===== config.mk =====
export PLATFORM = sky130hd
export DESIGN_NAME = rst_seq_ctrl
export DESIGN_NICKNAME = d
export VERILOG_FILES = /design/src/rtl/rst_seq_ctrl.sv
export SDC_FILE = /design/constraint.sdc
export NUM_CORES = 1
export LEC_CHECK = 0
export BUFFER_PORTS_ARGS = -buffer_cell sky130_fd_sc_hd__clkbuf_2
export CAP_MARGIN = 25
export CORE_ASPECT_RATIO = 0.8
export CORE_MARGIN = 4
export CORE_UTILIZATION = 30
export CTS_BUF_LIST = sky130_fd_sc_hd__clkbuf_2 sky130_fd_sc_hd__clkbuf_4 sky130_fd_sc_hd__clkbuf_8
export DETAILED_ROUTE_END_ITERATION = 7
export MAX_ROUTING_LAYER = met4
export PLACE_DENSITY = 0.58
export SLEW_MARGIN = 0
export SYNTH_ARGS = -nofsm -noshare
export SYNTH_HDL_FRONTEND = slang
export SYNTH_SLANG_ARGS = --single-unit

===== constraint.sdc =====
create_clock -name clk -period 2.2 [get_ports clk]
set_input_delay 0.22 -clock clk [delete_from_list [all_inputs] [get_ports clk]]
set_output_delay 0.22 -clock clk [all_outputs]
set_load 0.05 [all_outputs]

===== src/rtl/rst_seq_ctrl.sv =====
// rst_seq_ctrl
// Reset sequencer/arbiter placed in front of the core reset path.
// - Merges NSRC enabled reset requests into one restart condition ("hit").
// - Holds every domain in reset for HOLD_CYC cycles after the last hit.
// - Releases NDOM domains in index order, with gap_q extra cycles between
//   successive releases.
// - Keeps sticky cause bits for every enabled request seen since the last clear.
//
// Ports
//   clk          in   system clock
//   rst          in   synchronous active-high hard reset
//   req_i        in   [NSRC] reset requests, level or pulse
//   req_mask_i   in   [NSRC] 1 = source enabled
//   gap_i        in   [GAP_W] extra cycles between domain releases
//   cause_clr_i  in   clear for cause_o (a simultaneous set wins)
//   dom_rst_n_o  out  [NDOM] per-domain active-low reset, registered
//   cause_o      out  [NSRC] sticky cause bits
//   busy_o       out  high while the sequence is running
//   done_o       out  one-cycle pulse when the sequence completes
module rst_seq_ctrl #(
    parameter int NSRC     = 4,
    parameter int NDOM     = 3,
    parameter int HOLD_CYC = 16,
    parameter int GAP_W    = 4
) (
    input  logic             clk,
    input  logic             rst,
    input  logic [NSRC-1:0]  req_i,
    input  logic [NSRC-1:0]  req_mask_i,
    input  logic [GAP_W-1:0] gap_i,
    input  logic             cause_clr_i,
    output logic [NDOM-1:0]  dom_rst_n_o,
    output logic [NSRC-1:0]  cause_o,
    output logic             busy_o,
    output logic             done_o
);

    // The counter must hold both HOLD_CYC-1 and the largest gap value
    // without wrapping.
    localparam int CMAX = (HOLD_CYC > (1 << GAP_W)) ? HOLD_CYC : (1 << GAP_W);
    localparam int CW   = (CMAX > 1) ? $clog2(CMAX) : 1;
    localparam int IW   = (NDOM > 1) ? $clog2(NDOM) : 1;

    localparam logic [1:0] S_IDLE    = 2'd0;
    localparam logic [1:0] S_ASSERT  = 2'd1;
    localparam logic [1:0] S_RELEASE = 2'd2;

    logic [1:0]       state_q, state_d;
    logic [CW-1:0]    cnt_q, cnt_d;
    logic [IW-1:0]    idx_q, idx_d;
    logic [GAP_W-1:0] gap_q, gap_d;
    logic [NDOM-1:0]  dom_q, dom_d;
    logic [NSRC-1:0]  cause_q, cause_d;
    logic             done_q, done_d;
    logic             hit;

    assign hit = |(req_i & req_mask_i);

    always_comb begin
        state_d = state_q;
        cnt_d   = cnt_q;
        idx_d   = idx_q;
        gap_d   = gap_q;
        dom_d   = dom_q;
        done_d  = 1'b0;
        cause_d = (cause_clr_i ? '0 : cause_q) | (req_i & req_mask_i);

        if (hit) begin
            // A hit restarts the sequence from any state, including on
            // the edge that would otherwise complete it.
            state_d = S_ASSERT;
            cnt_d   = '0;
            idx_d   = '0;
            dom_d   = '0;
        end else begin
            case (state_q)
                S_ASSERT: begin
                    if (cnt_q == CW'(HOLD_CYC - 1)) begin
                        state_d  = S_RELEASE;
                        cnt_d    = '0;
                        idx_d    = '0;
                        gap_d    = gap_i;   // gap frozen for the whole release phase
                        dom_d[0] = 1'b1;
                    end else begin
                        cnt_d = cnt_q + CW'(1);
                    end
                end
                S_RELEASE: begin
                    if (cnt_q == CW'(gap_q)) begin
                        cnt_d = '0;
                        if (idx_q != IW'(NDOM - 1)) begin
                            idx_d = idx_q + IW'(1);
                            for (int i = 1; i < NDOM; i++) begin
                                if (idx_q == IW'(i - 1)) dom_d[i] = 1'b1;
                            end
                        end else begin
                            state_d = S_IDLE;
                            done_d  = 1'b1;
                        end
                    end else begin
                        cnt_d = cnt_q + CW'(1);
                    end
                end
                S_IDLE: begin
                    dom_d = '1;
                end
                default: begin
                    state_d = S_ASSERT;
                    cnt_d   = '0;
                    idx_d   = '0;
                    dom_d   = '0;
                end
            endcase
        end
    end

    always_ff @(posedge clk) begin
        if (rst) begin
            state_q <= S_ASSERT;
            cnt_q   <= '0;
            idx_q   <= '0;
            gap_q   <= '0;
            dom_q   <= '0;
            cause_q <= '0;
            done_q  <= 1'b0;
        end else begin
            state_q <= state_d;
            cnt_q   <= cnt_d;
            idx_q   <= idx_d;
            gap_q   <= gap_d;
            dom_q   <= dom_d;
            cause_q <= cause_d;
            done_q  <= done_d;
        end
    end

    assign dom_rst_n_o = dom_q;
    assign cause_o     = cause_q;
    assign busy_o      = (state_q != S_IDLE);
    assign done_o      = done_q;

endmodule


* After elaboration in Yosys (flattened, before gate mapping)
Index checks and enable logic that the tools add are counted.
** Word-level totals
- Input bits :: 15
- Logic and storage cells :: 62
- Register bits :: 20
** Operators by class
- Add/sub/neg operators :: 2
- Reductions and logical operators :: 12
- Bitwise logic cells :: 7
- Equality and inequality tests :: 12
- Mux-type cells :: 20
** Operators with widths (number)
- $pmux W2 S3 :: 3
- $mux W2 :: 8
- $reduce_and A4 Y1 :: 4
- $ne A2 B2 Y1 const B :: 7
- $mux W4 :: 3
- $pmux W4 S3 :: 1
- $reduce_or A7 Y1 :: 1
- $not A1 Y1 :: 5
- $reduce_or A5 Y1 :: 1
- $add A4 B1 Y4 const B :: 1
- $and A4 B4 Y4 :: 1
- $eq A2 B1 Y1 const B :: 2
- $eq A4 B4 Y1 :: 1
- $eq A4 B4 Y1 const B :: 1
- $logic_not A2 Y1 :: 2
- $mux W1 :: 4
- $or A4 B4 Y4 :: 1
- $reduce_or A4 Y1 :: 1
- $pmux W1 S3 :: 1
- $reduce_and A3 Y1 :: 1
- $add A2 B1 Y2 const B :: 1
- $eq A2 B2 Y1 const B :: 1
- $reduce_and A2 Y1 :: 1
- $reduce_bool A2 Y1 :: 1

* Logic depth before layout (Yosys ltp)
- Depth in word-level cells :: 5
- Mapped depth :: 7
- Gate-level depth less buffers :: 6

* Worst setup path before layout
Ideal clock, no wire load.
- Kind :: reg2reg
- Start point :: register state_q[1]
- End point :: register gap_q[0]
- Path buffers :: 1
- Path slack :: 498 ps
- Stages on the path, launching flop included :: 8
- Arrival :: 1574 ps
- Cell sequence :: dfxtp_1 > inv_1 > ha_1 > clkbuf_1 > inv_1 > nor4_2 > mux2i_1 > nor2_1
** Between the ends
- Cells in the longest elaborated chain, start to end :: 2
** RTL lines
- start, declared :: line 48 : logic [1:0] state_q, state_d;
- start signal, assigned :: line 127 : state_q <= state_d;
- $eq A2 B1 Y1 :: line 76 : case (state_q)
- $reduce_and A3 Y1 (no line)
- end signal, assigned :: line 130 : gap_q <= gap_d;
- end, declared :: line 51 : logic [GAP_W-1:0] gap_q, gap_d;
No other way between the ends.
A chain may end at the register's enable or synchronous reset.

* Final worst setup path
- Start point :: register state_q[0]
- End point :: register dom_q[1], in the netlist dom_rst_n_o[1]
** Between the ends
- Cells in the longest elaborated chain, start to end :: 3
** RTL lines
- $eq A2 B2 Y1 / $eq A2 B1 Y1 (equally long branches) :: line 76
- $ne A2 B2 Y1 (no line) / $not A1 Y1 (equally long branches)
- $reduce_and A4 Y1 (no line)
- end signal, assigned :: line 131 : dom_q <= dom_d;
- end, declared :: line 52 : logic [NDOM-1:0] dom_q, dom_d;
Several ways; a longest one is shown, not always the timed one.

==> impl_table.tex <==
\begin{tabular}{lr}
\hline
Metric & Value \\
\hline
\multicolumn{2}{l}{\textbf{Status}} \\
\quad Outcome & finished, final reports clean \\
\multicolumn{2}{l}{\textbf{STA}} \\
\quad Number of hold violations in the final report & 0 \\
\quad Setup repair after global routing missed its margin & false \\
\quad Final period util & 87.3\% \\
\quad TNS Setup & 0 ps \\
\quad Final count of pins violating max slew & 0 \\
\quad Final critical-path required period & 1920 ps \\
\quad Clock Skews & 1.77 ps \\
\quad Slew Limit Headroom & 59.4\% \\
\quad Pin slew with the least headroom to its limit & 607 ps \\
\quad Setup violation total in the final timing report & 0 \\
\quad Highest clock rate & 521 MHz \\
\multicolumn{2}{l}{\textbf{Yosys}} \\
\quad Mean instance size in the synthesized netlist & 8.78 µm² \\
\quad Net count after synthesis & 145 \\
\quad Summed instance area of the synthesized netlist & 1080 µm² \\
\quad Count of different cell masters after synthesis & 36 \\
\quad Yosys warning count & 0 \\
\quad Number of storage elements in the synthesis netlist & 20 \\
\quad Cell count after synthesis & 123 \\
\quad Seq/Total Area, Yosys & 37.1\% \\
\multicolumn{2}{l}{\textbf{Clock tree}} \\
\quad Buffers inserted during post-CTS setup optimization & 0 \\
\quad Number of instances resized during post-cts repair & 0 \\
\quad CTS H-tree depth & 1 \\
\quad Latest clock arrival within the worst-skew pair & 260 ps \\
\quad Root buf cell & sky130\_fd\_sc\_hd\_\_clkbuf\_8 \\
\quad CTS max path bufs & 2 \\
\quad Register clock-pin slew on the reported worst setup and hold paths & 70 ps \\
\quad Number of buffers added to fix hold violations after cts & 0 \\
\quad CTS tree & yes \\
\quad Sink Count & 20 \\
\quad Total CTS buffers & 3 \\
\multicolumn{2}{l}{\textbf{Critical path}} \\
\quad Data required time at the worst endpoint & 2380 ps \\
\quad Startpoint class of the critical path & register \\
\quad Worst r2r path cells & 6 \\
\quad Worst Path Arrival & 2110 ps \\
\quad Biggest fanout along the worst timing path & 12 \\
\quad Crit path capture type & register \\
\quad Critical path start-end classification & register to register \\
\multicolumn{2}{l}{\textbf{Placed design}} \\
\quad DPL Wire Length & 1.88 mm \\
\quad Final weighted congestion in routability-driven placement & 0.799 \\
\quad Number of buffers added on ports & 23 \\
\quad Standard cell area after detailed placement & 1250 µm² \\
\multicolumn{2}{l}{\textbf{Routing}} \\
\quad Routed length per placed instance & 12.7 µm \\
\quad 1st-pass router iterations & 4 \\
\quad Antenna Violating Nets Remaining & 0 \\
\quad Via density per instance & 4.98 \\
\quad DR vias & 947 \\
\quad Number of design-rule violations left by the first detailed-router iteration & 51 \\
\quad Total DRC errors in the routed layout & 0 \\
\quad Total wire length after detailed routing & 2.40 mm \\
\multicolumn{2}{l}{\textbf{Floorplanning}} \\
\quad Count of standard-cell rows & 19 \\
\quad Chip Height & 61.7 µm \\
\quad Starting density of the core & 31.3\% \\
\quad Core Region & 3450 µm² \\
\quad Width of the chip & 75.1 µm \\
\quad Die ar. & 4630 µm² \\
\quad I/O Pins & 24 \\
\multicolumn{2}{l}{\textbf{Power and ir drop}} \\
\quad Power per Cell Area & 556 nW/µm² \\
\quad Maximum VDD drop & 0.398 mV \\
\quad Leakage dissipation & 0.000566 µW \\
\multicolumn{2}{l}{\textbf{Finish}} \\
\quad Post-route design area & 1300 µm² \\
\quad FILL cells & 334 \\
\quad Area Growth Syn to Fin & 20.5\% \\
\quad Final-stage net count & 171 \\
\quad Share of final-layout standard cells stronger than drive strength 1 & 22.3\% \\
\quad Area of combinational cells with multiple inputs & 629 µm² \\
\quad \# diodes & 0 \\
\quad Reg area & 400 µm² \\
\multicolumn{2}{l}{\textbf{Global routing}} \\
\quad Wire length of the first global-routing pass & 4.00 mm \\
\quad Met2 global-route usage & 17.5\% \\
\quad Number of antenna violations at the first check in global routing & 0 \\
\quad Maximum number of pins on one net before global-route repair & 13 \\
\quad Vias in the first global route & 874 \\
\quad GRT busiest layer & met2 \\
\quad Global routing usage on met3 & 3.43\% \\
\quad Grt ovf & 0 \\
\quad Total routing usage reported by global routing & 11.6\% \\
\quad Global routing met1 resource utilization & 15.9\% \\
\multicolumn{2}{l}{\textbf{Worst hold path}} \\
\quad Worst Hold Path Cells & 3 \\
\quad Hold Crit Class & primary input to register \\
\multicolumn{2}{l}{\textbf{Flow run}} \\
\quad Reported max-cap violation count & 0 \\
\hline
\end{tabular}
-- worst max-delay path, cell delays in order, from the launching register on --
cell and delay, ps:
sky130_fd_sc_hd__dfxtp_1 330, sky130_fd_sc_hd__inv_1 90, sky130_fd_sc_hd__ha_1 390, sky130_fd_sc_hd__nor2_1 140
sky130_fd_sc_hd__a2111oi_2 640, sky130_fd_sc_hd__nand2b_1 90, sky130_fd_sc_hd__o21ai_0 160
-- power breakdown --
group          switching [µW]  total, µW  internal, µW  leakage (µW)
Sequential               4.26        372           367      0.000162
Clock                     121        280           159     0.0000288
Combinational            44.5       72.1          27.6      0.000376
Total                     169        724           554      0.000566
-- metal layers --
layer  share of wire [%]  wire (µm)  up-vias
met3                 4.0         97        0
li1                    -          -      491
met2                  46       1110       15
met1                  50       1200      441
met5                   0          0        -
met4                   0          0        0
-- stage by stage --
stage / utilization, % / instances / power, µW / setup slack [ps] / hold slack, ps
after CTS: 37.7 / 190 / 734 / 268 / 187
after global placement: 36.2 / 186 / 452 / 403 / 441
after floorplan: - / 123 / 426 / 498 / 356
final: 37.7 / 190 / 724 / 279 / 192
after detailed placement: 36.2 / 186 / 452 / 286 / 454
after global routing: 37.7 / 190 / 754 / 55.6 / 195
-- cell families after synthesis --
| logic type | count (synthesis) | synth area share (%) |
|---|---|---|
| AND/OR/NAND/NOR | 43 | 21.9 |
| flip-flops | 20 | 37.1 |
| XOR/XNOR | 4 | 3.24 |
| adder cells (fa/ha/maj) | 7 | 8.11 |
| AO/OA/AOI/OAI | 30 | 19.5 |
| buffers and inverters | 13 | 4.63 |
| multiplexers | 6 | 5.56 |
-- registers in the layout (all words and copies together), names as in the netlist --
name	count
cause_o	4
cnt_q	4
gap_q	4
dom_rst_n_o	3
idx_q	2
state_q	2
done_o	1
-- cells in the final DEF, fill, tap and decap left out, types with 2 or more instances in the layout --
cell                       count
sky130_fd_sc_hd__clkbuf_2     23
sky130_fd_sc_hd__dfxtp_1      20
sky130_fd_sc_hd__nand2_1      10
sky130_fd_sc_hd__inv_1         9
sky130_fd_sc_hd__a21oi_1       9
sky130_fd_sc_hd__nor2_1        8
sky130_fd_sc_hd__nand2b_1      7
sky130_fd_sc_hd__nand3_1       7
sky130_fd_sc_hd__ha_1          7
sky130_fd_sc_hd__mux2i_1       6
sky130_fd_sc_hd__xor2_1        4
sky130_fd_sc_hd__clkbuf_8      4
sky130_fd_sc_hd__o21ai_0       3
sky130_fd_sc_hd__and2_1        3
sky130_fd_sc_hd__a22o_1        2
sky130_fd_sc_hd__or3_1         2
sky130_fd_sc_hd__o22ai_1       2
sky130_fd_sc_hd__a211oi_1      2
sky130_fd_sc_hd__buf_4         2
-- worst paths after layout --
check / from / to / slack, ps
setup / recovery: state_q[0] / dom_rst_n_o[1] / 280
hold / removal: req_mask_i[0] / cause_o[0] / 190
setup reg to reg: state_q[0] / dom_rst_n_o[1] / 280
hold reg to reg: dom_rst_n_o[2] / dom_rst_n_o[2] / 470
-- area by class of cell --
type | instances | area share (%)
tap | 42 | 4.04
inverter | 9 | 2.60
clock buffer | 4 | 4.23
timing repair buffer | 25 | 10.0
sequential | 20 | 30.8
multi-input combinational | 90 | 48.4
-- cells in the mapped netlist (all sizes together) --
master / count / area (µm²)
and2: 3 / 18.8
nand2: 10 / 37.5
buf: 1 / 5.00
nand2b: 7 / 43.8
nor4: 3 / 40.0
inv: 9 / 33.8
o211a: 1 / 10.0
nor3: 1 / 5.00
nand4: 1 / 6.26
nand3: 7 / 35.0
mux2i: 6 / 60.1
a41oi: 1 / 8.76
or3: 2 / 12.5
dfxtp: 20 / 400
a211o: 1 / 8.76
a21oi: 9 / 45.0
o2bb2ai: 1 / 8.76
nor2: 8 / 30.0
a2bb2oi: 1 / 8.76
a22o: 2 / 17.5
clkbuf: 3 / 11.3
o21ai: 4 / 20.0
o21a: 1 / 7.51
ha: 7 / 87.6
a31oi: 1 / 6.26
o31ai: 1 / 7.51
o22ai: 2 / 12.5
xor2: 4 / 35.0
a211oi: 2 / 15.0
a32o: 1 / 10.0
a31o: 1 / 8.76
or4: 1 / 7.51
a2111oi: 1 / 15.0
Note: power is estimated with default switching activity, not from simulation.
